### config.mk
export PLATFORM = sky130hd
export DESIGN_NAME = multicore_system_core_rom_loader
export DESIGN_NICKNAME = d
export VERILOG_FILES = /design/src/rtl/multicore_system_core_rom_loader.sv
export SDC_FILE = /design/constraint.sdc
export NUM_CORES = 1
export LEC_CHECK = 0
export CAP_MARGIN = 0
export CORE_ASPECT_RATIO = 1.75
export CORE_UTILIZATION = 61
export CTS_BUF_LIST = sky130_fd_sc_hd__clkbuf_4 sky130_fd_sc_hd__clkbuf_8
export CTS_CLUSTER_SIZE = 16
export DETAILED_ROUTE_END_ITERATION = 6
export GPL_ROUTABILITY_DRIVEN = 0
export HOLD_SLACK_MARGIN = 0.15
export PLACE_DENSITY_LB_ADDON = 0.25
export SETUP_SLACK_MARGIN = 0.1
export SLEW_MARGIN = 40
export SYNTH_ARGS = -nofsm -noshare
export SYNTH_HDL_FRONTEND = slang
export SYNTH_SLANG_ARGS = --single-unit
export TNS_END_PERCENT = 100
### constraint.sdc
create_clock -name clk -period 13.5 [get_ports clk]
set_input_delay 2.7 -clock clk [delete_from_list [all_inputs] [get_ports clk]]
set_output_delay 2.7 -clock clk [all_outputs]
set_load 0.005 [all_outputs]
### src/rtl/multicore_system_core_rom_loader.sv
// Boot-image loader for a core's dual-port program RAM (drives the RAM's second port).
// Accepts a byte stream: 16-bit little-endian word count L, L*4 payload bytes, 8-bit checksum.
// Payload bytes are packed little-endian into 32-bit words and written from address 0.
// The image is then read back and summed. The attached core is released only after this verify.
//
// Ports:
//   clk, reset            system clock, asynchronous active-high reset
//   start                 one-cycle pulse; begins a load when not busy
//   in_valid/in_data      byte stream in; in_ready is the registered acceptance flag
//   mem_*                 Avalon slave port of the program RAM (read latency 1)
//   core_reset_req        holds the core in reset until a verified load completes
//   busy, done, error     status; done/error are sticky until the next start
//   words_loaded          words written in the current or last load
module multicore_system_core_rom_loader #(
  parameter int unsigned ADDR_W    = 12,
  parameter int unsigned MAX_WORDS = 4096
) (
  input  logic              clk,
  input  logic              reset,
  input  logic              start,
  input  logic              in_valid,
  input  logic [7:0]        in_data,
  output logic              in_ready,
  output logic [ADDR_W-1:0] mem_address,
  output logic              mem_chipselect,
  output logic              mem_write,
  output logic [31:0]       mem_writedata,
  output logic [3:0]        mem_byteenable,
  output logic              mem_clken,
  input  logic [31:0]       mem_readdata,
  output logic              core_reset_req,
  output logic              busy,
  output logic              done,
  output logic [1:0]        error,
  output logic [ADDR_W:0]   words_loaded
);

  typedef enum logic [2:0] {
    StIdle, StLen0, StLen1, StData, StCsum, StVerify, StDone, StFail
  } state_e;

  state_e          state;
  logic [7:0]      len_lo;
  logic [15:0]     len;
  logic [ADDR_W:0] word_idx;   // one bit wider than the address so L=2^ADDR_W never wraps
  logic [1:0]      byte_cnt;
  logic [23:0]     word_acc;   // b2,b1,b0 of the word being assembled
  logic [7:0]      sum;
  logic [7:0]      csum;
  logic [7:0]      rb_sum;
  logic            rd_valid;   // mem_readdata holds a verify read this cycle

  logic        accept;
  logic [7:0]  sum_next;
  logic [15:0] len_rx;
  logic [15:0] idx_next;
  logic [15:0] rd_next;
  logic [7:0]  rb_bytes;
  logic [7:0]  rb_sum_next;

  assign accept      = in_valid & in_ready;
  assign sum_next    = sum + in_data;
  assign len_rx      = {in_data, len_lo};
  assign idx_next    = 16'(word_idx) + 16'd1;
  assign rd_next     = 16'(mem_address) + 16'd1;
  assign rb_bytes    = mem_readdata[7:0] + mem_readdata[15:8] +
                       mem_readdata[23:16] + mem_readdata[31:24];
  assign rb_sum_next = rb_sum + rb_bytes;

  assign mem_byteenable = 4'hF;
  assign mem_clken      = 1'b1;
  assign words_loaded   = word_idx;

  always_ff @(posedge clk or posedge reset) begin
    if (reset) begin
      state          <= StIdle;
      core_reset_req <= 1'b1;
      in_ready       <= 1'b0;
      mem_chipselect <= 1'b0;
      mem_write      <= 1'b0;
      mem_address    <= '0;
      mem_writedata  <= '0;
      busy           <= 1'b0;
      done           <= 1'b0;
      error          <= 2'b00;
      len_lo         <= '0;
      len            <= '0;
      word_idx       <= '0;
      byte_cnt       <= '0;
      word_acc       <= '0;
      sum            <= '0;
      csum           <= '0;
      rb_sum         <= '0;
      rd_valid       <= 1'b0;
    end else begin
      // Strobes are single-cycle unless a state re-asserts them.
      mem_chipselect <= 1'b0;
      mem_write      <= 1'b0;
      case (state)
        StIdle, StDone, StFail: begin
          if (start) begin
            done           <= 1'b0;
            error          <= 2'b00;
            word_idx       <= '0;
            byte_cnt       <= '0;
            sum            <= '0;
            rb_sum         <= '0;
            core_reset_req <= 1'b1;
            busy           <= 1'b1;
            in_ready       <= 1'b1;
            state          <= StLen0;
          end
        end
        StLen0: begin
          if (accept) begin
            len_lo <= in_data;
            state  <= StLen1;
          end
        end
        StLen1: begin
          if (accept) begin
            len <= len_rx;
            if (len_rx == 16'd0 || 32'(len_rx) > MAX_WORDS) begin
              error    <= 2'b01;
              busy     <= 1'b0;
              in_ready <= 1'b0;
              state    <= StFail;
            end else begin
              state <= StData;
            end
          end
        end
        StData: begin
          if (accept) begin
            sum      <= sum_next;
            byte_cnt <= byte_cnt + 2'd1;
            word_acc <= {in_data, word_acc[23:8]};
            if (byte_cnt == 2'd3) begin
              mem_chipselect <= 1'b1;
              mem_write      <= 1'b1;
              mem_address    <= word_idx[ADDR_W-1:0];
              mem_writedata  <= {in_data, word_acc};
              word_idx       <= idx_next[ADDR_W:0];
              if (idx_next == len) state <= StCsum;
            end
          end
        end
        StCsum: begin
          // The last word's write strobe occupies the first CSUM cycle, so the
          // first verify read can never overtake it.
          if (accept) begin
            csum     <= in_data;
            in_ready <= 1'b0;
            if (in_data != sum) begin
              error <= 2'b10;
              busy  <= 1'b0;
              state <= StFail;
            end else begin
              mem_chipselect <= 1'b1;
              mem_address    <= '0;
              rd_valid       <= 1'b0;
              rb_sum         <= '0;
              state          <= StVerify;
            end
          end
        end
        StVerify: begin
          rd_valid <= mem_chipselect;
          if (mem_chipselect && rd_next < len) begin
            mem_chipselect <= 1'b1;
            mem_address    <= rd_next[ADDR_W-1:0];
          end
          if (rd_valid) rb_sum <= rb_sum_next;
          // Last read's data arrives one cycle after the final address.
          if (rd_valid && !mem_chipselect) begin
            busy <= 1'b0;
            if (rb_sum_next == csum) begin
              done           <= 1'b1;
              core_reset_req <= 1'b0;
              state          <= StDone;
            end else begin
              error <= 2'b11;
              state <= StFail;
            end
          end
        end
        default: state <= StIdle;
      endcase
    end
  end

endmodule

# After elaboration in Yosys (flattened, before gate mapping)
# Index checks and enable logic that the tools add are counted.
[word_totals]
reg_bits = 143
word_cells = 150
[op_classes]
add_sub_neg = 8
n_lt_le_gt_ge = 2
n_eq_ne = 26
muxes = 65
bitwise_logic = 1
n_reduce_logical = 29
[op_table]
columns = ["cell", "n"]
rows = [
  ["2-to-1 mux 12 bit", 5],
  ["adder 8 bit", 5],
  ["2-to-1 mux 8 bit", 5],
  ["2-to-1 mux 13 bit", 3],
  ["one-hot mux 12 bit (3 select lines)", 1],
  ["inequality test 2 bit (second input constant)", 15],
  ["2-to-1 mux 3 bit", 9],
  ["one-hot mux 13 bit (2 select lines)", 1],
  ["one-hot mux 8 bit (3 select lines)", 1],
  ["2-to-1 mux 1 bit", 21],
  ["2-to-1 mux 2 bit", 9],
  ["one-hot mux 3 bit (6 select lines)", 1],
  ["equality test 14 x 16 -> 1 bit", 1],
  ["greater-than comparator 16 x 13 -> 1 bit (second input constant)", 1],
  ["zero test 16 bit", 1],
  ["< comparator 13 x 16 -> 1 bit", 1],
  ["one-hot mux 8 bit (2 select lines)", 1],
  ["AND reduction 8 bit", 2],
  ["adder 13 x 1 -> 14 bit (second input constant)", 1],
  ["adder 12 x 1 -> 13 bit (second input constant)", 1],
  ["equality test 3 bit (second input constant)", 4],
  ["AND reduction 5 bit", 2],
  ["AND reduction 3 bit", 3],
  ["nonzero test 3 bit", 3],
  ["other kinds (23)", 34],
]

# Longest topological paths before layout
# Gate-level depths: netlist (run 1).
[depth]
depth_word = 8
ltp_mapped = 14

# Worst setup path before layout (run 1)
# OpenSTA, ideal clock, no wires.
[synth_path]
path_kind = "input to register"
from = "input port mem_readdata[1]"
to = "register error[0]"
arrival_ns = 6.597
setup_slack_ns = 6.778
cell_stages = 12
n_path_buf = 0
path_cell_list = "fa_1 -> fa_1 -> fa_1 -> ha_1 -> fa_1 -> a211o_1 -> o211ai_2 -> o2bb2ai_4 -> xnor3_1 -> or4b_4 -> nor2b_4 -> mux2_4"
[synth_between]
elab_chain_cells = 7
[synth_rtl]
columns = ["item", "line", "text"]
rows = [
  ["start: declaration", "30", "input logic [31:0] mem_readdata,"],
  ["adder 8 bit (2 in series)", "66", "assign rb_bytes = mem_readdata[7:0] + mem_readdata[15:8] +"],
  ["adder 8 bit", "67", "mem_readdata[23:16] + mem_readdata[31:24];"],
  ["adder 8 bit", "68", "assign rb_sum_next = rb_sum + rb_bytes;"],
  ["equality test 8 bit", "177", "if (rb_sum_next == csum) begin"],
  ["inequality test 2 bit (no source line)", "--", ""],
  ["AND reduction 8 bit (no source line)", "--", ""],
  ["end signal: assignment", "85", "error <= 2'b00;"],
  ["end signal: assignment", "103", "error <= 2'b00;"],
  ["end signal: assignment", "182", "error <= 2'b11;"],
  ["end: declaration", "34", "output logic [1:0] error,"],
]
# Every way passes these cells.
# A chain may end at the register's enable or synchronous reset.

# Final worst setup path (run 1)
# Ends and elaborated chain as after synthesis.

==> run_results.csv, run 1 <==
group,metric,value,unit
critical_path,cp-end-kind,"flip-flop",
clocking,post_cts_buffers,0,
detailed_routing,drc,4,
global_route,grt_max_degree,73,
synthesis,async_flop_share,1.00,
pwr,peakVddDrop,0.0000956,V
floorplanning,die_x,89.2,µm
critical_path,reg2reg_depth,11,
critical_path,setup.worst_path.class,"primary input to flip-flop",
clocking,cts_resized,0,
clocking,numCtsBuffers,17,
global_route,antenna_found_initial,0,
global_route,grt_use_total,0.321,
final_layout,synthToLayoutAreaGrowth,19.7,%
status,status,"finished, violations left",
floorplanning,pin_count,114,
detailed_routing,vias,6816,
timing,timing.final.crit_share,0.510,
critical_path,path_max_fanout,5,
detailed_routing,avgViaCountPerCell,5.96,
timing,fmax,145,MHz
synthesis,synth.avg_cell_area,9.36,µm²
final_layout,fin_nets,1055,
floorplanning,die_y,155,µm
timing,skew,0.0114,ns
status,violations,"design-rule violations",
placement,hpwl,14500,µm
pwr,powerDensity,179,nW/µm²
timing,worst_pin_slew,0.808,ns
clocking,cts-hold-fix-buffers,0,
critical_path,start_kind,"primary input",
synthesis,synth_top_area_frac,0.438,
timing,tns,0,ns
synthesis,synth.area.top_cells,"dfrtp_1 44%, nand2_1 11%, fa_1 5.2%",
clocking,h-tree-depth,4,
synthesis,yosysSeqAreaShare,0.441,
synthesis,yosys_warnings,0,
global_route,grt_pass1_wl,33400,µm
global_route,grt-ovfl-total,0,
clocking,clk_path_buf_depth,2,
placement,dpl_cell_area,9310,µm²
synthesis,syn_area,8120,µm²
detailed_routing,first_pass_iters,7,
placement,portBuffers,108,
clocking,cts.sink_count,143,
synthesis,yosys.area.top_type,"dfrtp_1",
critical_path,cp.required,13.84,ns
run,maxCapViolCount,0,
floorplanning,start_util,0.628,
timing,setup_viol,0,
clocking,cts-root-buf,"clkbuf_8",
timing,finalCriticalPeriod,6.89,ns
global_route,grt_pass1_vias,6951,
timing,slew_viol_final,0,
synthesis,synthCells,868,
clocking,path_clk_slew,0.09,ns
pwr,p_leak,4.48,nW
detailed_routing,wl,20500,µm
detailed_routing,drt_iter0_drc,398,
worst_hold_path,hold_path.class,"flip-flop to flip-flop",
clocking,clk_latency,0.45,ns
synthesis,synth_edf_count,0,
final_layout,finalInstanceArea,9720,µm²
clocking,cts_tree,"built",
timing,finalHoldViolations,0,
detailed_routing,wl_per_cell,17.9,µm
timing,slew_headroom,0.461,
worst_hold_path,hold_depth,2,
final_layout,drive_gt1_frac,0.0863,
floorplanning,rows,55,
synthesis,synthFlopType,"dfrtp_1",
timing,rsz0062_at_grt,"no",
synthesis,synth.distinct_cells,64,
critical_path,worstPathArrival,7.23,ns
floorplanning,core_region_area,12900,µm²
synthesis,synth-seq-cells,143,
pwr,total_power,1.74,mW
floorplanning,dieArea,13800,µm²
detailed_routing,ant_nets,0,
final_layout,antenna_cells,0,
logic make-up after synthesis:
group | after synthesis | share of synthesized area
other cells | 1 | 0.000462
flops | 143 | 0.441
compound gates | 162 | 0.131
buf+inv | 77 | 0.0393
mux | 32 | 0.0445
fa+ha+maj | 51 | 0.0980
simple gates | 347 | 0.181
xor+xnor | 55 | 0.0646
power breakdown:
group | switching, mW | internal [mW]
Clock | 0.191 | 0.156
Combinational | 0.360 | 0.343
Sequential | 0.130 | 0.560
cell type report:
type / instances / area, µm²
inverter: 32 / 125
multi-input combinational: 652 / 4270
tap: 171 / 214
sequential: 143 / 3580
timing repair buffer: 114 / 1130
fill: 971 / 3220
clock buffer: 17 / 234
clock inverter: 15 / 169
sequential cells by signal (all words and copies together) (netlist names):
register,count
busy,1
byte_cnt,2
core_reset_req,1
csum,8
done,1
error,2
in_ready,1
len,16
len_lo,8
mem_address,12
mem_chipselect,1
mem_write,1
mem_writedata,32
rb_sum,8
rd_valid,1
state,3
sum,8
word_acc,24
words_loaded,13
layer usage:
metal  vias to the layer above  track usage  part of all wire
li1                       3139            -                 -
met1                      3307        0.354              0.36
met5                         -            0                 0
met4                         0        0.201             0.057
met3                        96       0.0560             0.048
met2                       274        0.555              0.53
cells in the mapped netlist (all sizes together), types with 2 or more instances:
cell type / count
a221oi: 2
a22o: 10
nor2b: 3
a2bb2oi: 7
o22ai: 5
o21ai: 61
buf: 13
xnor2: 36
o2bb2ai: 3
xnor3: 2
nor3: 14
mux2: 27
ha: 30
or2: 2
a21oi: 26
nand3: 26
mux2i: 5
o31ai: 9
dfrtp: 142
fa: 21
nor2: 28
o311ai: 6
and4: 2
o21bai: 3
a211o: 4
xor2: 16
and3: 6
o211ai: 4
o41ai: 2
a21o: 7
nand4: 6
nor4: 8
inv: 31
and2: 2
clkbuf: 32
a31oi: 4
nand2b: 4
nand2: 243
through the flow:
step / std cells / worst slack [ns] / utilization / hold slack, ns
6_report: 1144 / 6.61 / 0.751 / 0.471
5_1_grt: 1144 / 6.48 / 0.751 / 0.493
4_1_cts: 1144 / 6.62 / 0.750 / 0.476
3_5_place_dp: 1112 / 6.16 / 0.719 / 0.452
3_3_place_gp: 1112 / 6.23 / 0.718 / 0.447
2_1_floorplan: 872 / 6.78 / - / 0.439
placed cells by master (no fill, tap or decap), types with 9 or more instances in the layout:
| master | netlist | layout |
|---|---|---|
| xor2_1 | 16 | 16 |
| fa_1 | 21 | 21 |
| mux2_2 | 25 | 25 |
| nand2_1 | 243 | 243 |
| xnor2_1 | 36 | 36 |
| nand3_1 | 26 | 26 |
| clkdlybuf4s50_1 | 0 | 108 |
| clkbuf_8 | 0 | 17 |
| ha_1 | 30 | 30 |
| dfrtp_1 | 142 | 142 |
| nor2_1 | 28 | 26 |
| inv_1 | 31 | 30 |
| o31ai_1 | 9 | 9 |
| o21ai_0 | 59 | 59 |
| a22o_1 | 10 | 10 |
| a21oi_1 | 26 | 26 |
| nor3_1 | 14 | 11 |
critical path, cell delays in order:
cell and delay (ns):
clkdlybuf4s50_1 0.43, fa_1 0.58, fa_1 0.45, fa_1 0.48
ha_1 0.25, fa_1 0.42, a211o_1 0.35, o211ai_2 0.11
o2bb2ai_4 0.16, xnor3_1 0.31, or4b_4 0.56, nor2b_4 0.16
mux2_4 0.28
worst paths after layout:
| kind | slack (ns) | endpoint | start |
|---|---|---|---|
| worst max-delay path | 6.61 | error[0] | mem_readdata[1] |
| worst min-delay path | 0.47 | mem_writedata[3] | word_acc[3] |
| worst max register to register | 9.45 | mem_address[9] | mem_address[0] |
| worst min register to register | 0.47 | mem_writedata[3] | word_acc[3] |
| max in group asynchronous | 9.67 | word_acc[0] | reset |
| min in group asynchronous | 2.71 | rb_sum[4] | reset |
Note: power is estimated with default switching activity, not from simulation.
==> run 2: changes to the inputs <==
--- a/config.mk
+++ b/config.mk
@@ -7,7 +7,7 @@
 export LEC_CHECK = 0
 export CAP_MARGIN = 0
 export CORE_ASPECT_RATIO = 1.75
-export CORE_UTILIZATION = 61
+export CORE_UTILIZATION = 57
 export CTS_BUF_LIST = sky130_fd_sc_hd__clkbuf_4 sky130_fd_sc_hd__clkbuf_8
 export CTS_CLUSTER_SIZE = 16
 export DETAILED_ROUTE_END_ITERATION = 6
==> constraint.sdc (replaced) <==
create_clock -name clk -period 6.7 [get_ports clk]
set_input_delay 1.34 -clock clk [delete_from_list [all_inputs] [get_ports clk]]
set_output_delay 1.34 -clock clk [all_outputs]
set_load 0.005 [all_outputs]
==> run_results.csv, run 2 (synthesis gave the netlist of run 1 again) <==
group,metric,value,unit
timing,rsz0062_at_grt,"no",
final_layout,antenna_cells,0,
global_route,grt_max_degree,88,
global_route,grt_use_total,0.288,
clocking,clk_latency,0.46,ns
placement,dp_cells,1119,
placement,portBuffers,108,
critical_path,setup.worst_path.class,"primary input to flip-flop",
pwr,powerDensity,364,nW/µm²
final_layout,fin_util,0.703,
worst_hold_path,hold_path.class,"flip-flop to flip-flop",
final_layout,mostFrequentLayoutCells,"243 x nand2_1, 142 x dfrtp_1, 108 x clkdlybuf4s50_1",
detailed_routing,avgViaCountPerCell,5.76,
critical_path,crit_slowest_cell,"fa_1",
final_layout,fillers,1090,
clocking,path_clk_slew,0.10,ns
final_layout,synthToLayoutAreaGrowth,20.4,%
floorplanning,start_util,0.584,
final_layout,finalInstanceArea,9780,µm²
critical_path,cp_common_cell,"fa_1",
global_route,grt-ovfl-total,0,
pwr,p_leak,4.51,nW
floorplanning,core_region_area,13900,µm²
detailed_routing,wl_per_cell,17.3,µm
final_layout,largest-register,"mem_writedata",
detailed_routing,first_pass_iters,5,
detailed_routing,dr_wl_met2,10600,µm
critical_path,reg2reg_depth,11,
floorplanning,dieArea,14700,µm²
clocking,numCtsBuffers,17,
timing,fmax,181,MHz
timing,slew_headroom,0.499,
final_layout,drive_gt1_frac,0.0862,
floorplanning,die_y,160,µm
detailed_routing,wl_met1,7710,µm
critical_path,r2r_slack,2.73,ns
floorplanning,rows,57,
placement,hpwl,14300,µm
final_layout,top_regs,"mem_writedata (32), word_acc (24), len (16)",
timing,finalHoldViolations,0,
final_layout,largest_register_ff_count,32,
status,status,"complete, no violations",
timing,worst_pin_slew,0.752,ns
clocking,cts.sink_count,143,
detailed_routing,vias,6628,
clocking,clk_path_buf_depth,2,
clocking,cts_tree,"built",
clocking,post_cts_buffers,0,
clocking,cts-hold-fix-buffers,0,
critical_path,start_kind,"primary input",
final_layout,finalNonFillerCells,1151,
global_route,grt_pass1_wl,33100,µm
global_route,grt_pass1_vias,6762,
floorplanning,die_x,92.2,µm
pwr,total_power,3.56,mW
detailed_routing,dr.max_layer_used,"met4",
critical_path,path_max_fanout,5,
timing,timing.final.crit_share,0.823,
timing,finalCriticalPeriod,5.51,ns
clocking,cts-root-buf,"clkbuf_8",
detailed_routing,drt_iter0_drc,533,
detailed_routing,route.met3.wl,722,µm
critical_path,cp.required,7.04,ns
clocking,cts_resized,0,
detailed_routing,ant_nets,0,
pwr,peakVddDrop,0.000185,V
detailed_routing,drc,0,
critical_path,worstPathArrival,5.85,ns
critical_path,slowest_delay,0.58,ns
critical_path,cp-end-kind,"flip-flop",
timing,setup_viol,0,
final_layout,fin_nets,1056,
timing,skew,0.0159,ns
run,maxCapViolCount,0,
final_layout,final_common_cell,"nand2_1",
detailed_routing,wl,19900,µm
placement,dpl_cell_area,9320,µm²
global_route,antenna_found_initial,0,
clocking,h-tree-depth,4,
worst_hold_path,hold_depth,2,
floorplanning,pin_count,114,
timing,slew_viol_final,0,
critical_path,crit_chain,"clkdlybuf4s50_1 -> fa_1 -> fa_1 -> fa_1 -> ha_1 -> fa_1 -> a211o_1 -> o211ai_2 -> o2bb2ai_4 -> xnor3_1 -> or4b_4 -> nor2b_4 -> mux2_4",
timing,tns,0,ns
==> run 2: cell types whose count changed in the layout (fill, tap and decap cells not counted), sizes merged <==
| cell | previous run | this run |
|---|---|---|
| bufinv | 1 | 3 |
| inv | 41 | 40 |
| buf | 6 | 7 |
| clkinv | 2 | 4 |
| clkinvlp | 3 | 0 |
==> run 2: path summary, 6_finish.rpt <==
kind                            startpoint          endpoint
hold / removal                 word_acc[6]  mem_writedata[6]
setup reg to reg            mem_address[0]    mem_address[9]
max in group asynchronous            reset         rb_sum[7]
hold reg to reg                word_acc[6]  mem_writedata[6]
setup / recovery           mem_readdata[1]          error[0]
min in group asynchronous            reset         rb_sum[4]
==> run 2: critical path: cells and delay by family <==
| kind | cells | cell delay (ns) |
|---|---|---|
| buffers and inverters | 1 | 0.43 |
| multiplexers | 1 | 0.28 |
| XOR/XNOR | 1 | 0.31 |
| AND/OR/NAND/NOR | 2 | 0.73 |
| AO/OA/AOI/OAI | 3 | 0.59 |
| adder cells (fa/ha/maj) | 5 | 2.16 |
==> run 2: per-stage QoR <==
| stage | hold WS (ns) | worst slack, ns |
|---|---|---|
| final | 0.476 | 1.19 |
| after global routing | 0.502 | 1.08 |
| after CTS | 0.481 | 1.20 |
| after detailed placement | 0.456 | 0.717 |
| after global placement | 0.445 | 0.781 |
| after floorplan | 0.439 | 1.34 |
==> run 2: layout make-up <==
type / count / area [µm²] / share of cell area
multi-input cells: 652 / 4270 / 0.436
flip-flops and latches: 143 / 3580 / 0.366
repair buffers: 115 / 1130 / 0.116
clock buffers: 17 / 234 / 0.0239
well taps: 177 / 221 / 0.0226
clock inverters: 15 / 215 / 0.0220
inverters: 32 / 128 / 0.0130
==> run 2: where the power goes <==
group	total (mW)	internal, mW	switching (mW)
clock network	0.774	0.390	0.385
registers	1.36	1.13	0.230
logic	1.43	0.693	0.737
total	3.56	2.21	1.35
==> run 2: routing by layer <==
metal | GRT usage | up-vias
met5 | 0 | -
met3 | 0.0486 | 60
met4 | 0.136 | 0
li1 | - | 3138
met1 | 0.327 | 3217
met2 | 0.519 | 213
==> run 3: changes to the inputs <==
--- a/config.mk
+++ b/config.mk
@@ -7,7 +7,7 @@
 export LEC_CHECK = 0
 export CAP_MARGIN = 0
 export CORE_ASPECT_RATIO = 1.75
-export CORE_UTILIZATION = 57
+export CORE_UTILIZATION = 52
 export CTS_BUF_LIST = sky130_fd_sc_hd__clkbuf_4 sky130_fd_sc_hd__clkbuf_8
 export CTS_CLUSTER_SIZE = 16
 export DETAILED_ROUTE_END_ITERATION = 6
==> constraint.sdc (replaced) <==
create_clock -name clk -period 4.4 [get_ports clk]
set_input_delay 0.88 -clock clk [delete_from_list [all_inputs] [get_ports clk]]
set_output_delay 0.88 -clock clk [all_outputs]
set_load 0.005 [all_outputs]
==> run_results.csv, run 3 (synthesis gave the netlist of run 1 again) <==
group,metric,value,unit
timing,setup_viol,2,
clocking,cts_tree,"built",
detailed_routing,avgViaCountPerCell,5.72,
timing,setup_ws,-0.0541,ns
timing,finalHoldViolations,0,
pwr,total_power,5.67,mW
floorplanning,core_region_area,15300,µm²
final_layout,fin_nets,1096,
pwr,p_int,3.49,mW
global_route,grt_use_total,0.271,
final_layout,fillers,1265,
placement,hpwl,14900,µm
clocking,cts-root-buf,"clkbuf_8",
final_layout,largest_register_ff_count,32,
worst_hold_path,hold_path.class,"flip-flop to flip-flop",
floorplanning,rows,60,
clocking,clk_path_buf_depth,2,
pwr,p_sw_frac,0.384,
detailed_routing,ant_nets,0,
run,maxCapViolCount,0,
timing,slew_viol_final,0,
timing,worst_pin_slew,0.799,ns
clocking,path_clk_slew,0.09,ns
floorplanning,start_util,0.530,
timing,finalCriticalPeriod,4.45,ns
global_route,met3_usage,0.0463,
critical_path,worstPathArrival,4.80,ns
global_route,antenna_found_initial,0,
placement,dpl_cell_area,9580,µm²
pwr,peakVddDrop,0.000253,V
final_layout,mostFrequentLayoutCells,"243 x nand2_1, 142 x dfrtp_1, 94 x clkdlybuf4s50_1",
detailed_routing,drc,0,
global_route,grt_max_degree,144,
detailed_routing,first_pass_iters,6,
placement,pre_cts_slack,-0.804,ns
detailed_routing,drt_iter0_drc,343,
critical_path,start_kind,"primary input",
clocking,cts-hold-fix-buffers,0,
critical_path,cp-end-kind,"flip-flop",
final_layout,drive_gt1_frac,0.149,
clocking,clk_latency,0.46,ns
final_layout,final_common_cell,"nand2_1",
detailed_routing,vias,6867,
global_route,grt-ovfl-total,0,
floorplanning,dieArea,16100,µm²
critical_path,cp.required,4.75,ns
status,status,"finished, violations left",
placement,portBuffers,108,
pwr,powerDensity,558,nW/µm²
final_layout,top_regs,"mem_writedata (32), word_acc (24), len (16)",
global_route,grt_pass1_vias,6703,
timing,tns,-0.104,ns
placement,dp_cells,1159,
timing,timing.final.crit_share,1.01,
pwr,seqPwrFrac,0.364,
final_layout,synthToLayoutAreaGrowth,25.1,%
status,violations,"negative setup slack",
timing,slew_headroom,0.465,
pwr,pwr-share-clk,0.188,
clocking,h-tree-depth,4,
floorplanning,die_x,96.5,µm
clocking,cts.sink_count,143,
final_layout,antenna_cells,0,
detailed_routing,wl_per_cell,17.8,µm
global_route,grt_pass1_wl,33300,µm
timing,fmax,225,MHz
pwr,switchingPower,2.18,mW
floorplanning,pin_count,114,
floorplanning,die_y,167,µm
clocking,numCtsBuffers,17,
timing,rsz0062_at_grt,"yes",
pwr,p_leak,4.74,nW
critical_path,path_max_fanout,2,
timing,skew,0.0156,ns
global_route,use_met1,0.309,
critical_path,setup.worst_path.class,"primary input to flip-flop",
detailed_routing,wl,21300,µm
final_layout,finalNonFillerCells,1200,
global_route,grt-busiest-layer,"met2",
pwr,p_comb_frac,0.448,
global_route,grt.met2_usage,0.472,
final_layout,largest-register,"mem_writedata",
final_layout,finalInstanceArea,10200,µm²
run 3: cell types whose count changed in the layout (fill, tap and decap cells not counted), sizes merged:
cell           before  now
clkdlybuf4s50     108   94
dlymetal6s2s        0    5
buf                 7   52
clkinvlp            0    4
inv                40   41
clkdlybuf4s15       0    1
clkbuf             17   21
clkinv              4    0
bufinv              3    1
run 3: worst paths after layout:
kind / startpoint / to / slack (ns) / cells past startpoint
worst max-delay path: mem_readdata[1] / error[1] / -0.05 / 13
worst min-delay path: word_acc[0] / mem_writedata[0] / 0.47 / 2
worst max register to register: mem_address[2] / mem_address[1] / 0.63 / 12
worst min register to register: word_acc[0] / mem_writedata[0] / 0.47 / 2
max in group asynchronous: reset / mem_writedata[9] / 2.85 / 4
min in group asynchronous: reset / rb_sum[4] / 0.83 / 3
run 3: layer usage:
metal  share of wire  vias to the layer above
li1                -                     3222
met1            0.37                     3341
met2            0.53                      232
met3           0.048                       72
met4           0.048                        0
met5               0                        -
run 3: power groups by stage:
stage,logic (mW),clock network (mW),registers [mW]
global route,2.80,1.13,2.11
CTS,2.37,1.08,2.06
detailed placement,2.28,0,2.08
finish,2.54,1.06,2.06
global placement,2.23,0,2.07
floorplan,1.54,0,1.99
run 3: area by class of cell:
class	count	area [µm²]	share of cell area
multi-input cells	652	4390	0.432
flip-flops and latches	143	3580	0.352
repair buffers	155	1450	0.142
clock buffers	18	241	0.0238
well taps	186	233	0.0229
clock inverters	14	148	0.0145
inverters	32	124	0.0122
run 3: critical path: stages:
cell and delay, ns:
buf_6 0.09, fa_1 0.55, fa_1 0.43, fa_1 0.49, ha_4 0.19, fa_2 0.39
a211o_1 0.31, o211ai_2 0.11, o2bb2ai_4 0.17, xnor3_1 0.25, or4b_4 0.50, nor2b_4 0.15
mux2_4 0.29
run 3: stage by stage:
stage,util,hold WS [ns]
floorplan,-,0.439
global placement,0.625,0.449
detailed placement,0.625,0.456
CTS,0.653,0.471
global route,0.664,0.500
finish,0.664,0.469
run 3: repair_timing:
| action | CTS | global route |
|---|---|---|
| pin swaps | 17 | 27 |
| setup endpoints to repair | 5 | 5 |
| resized for setup | 35 | 22 |
| buffers inserted | 3 | 5 |
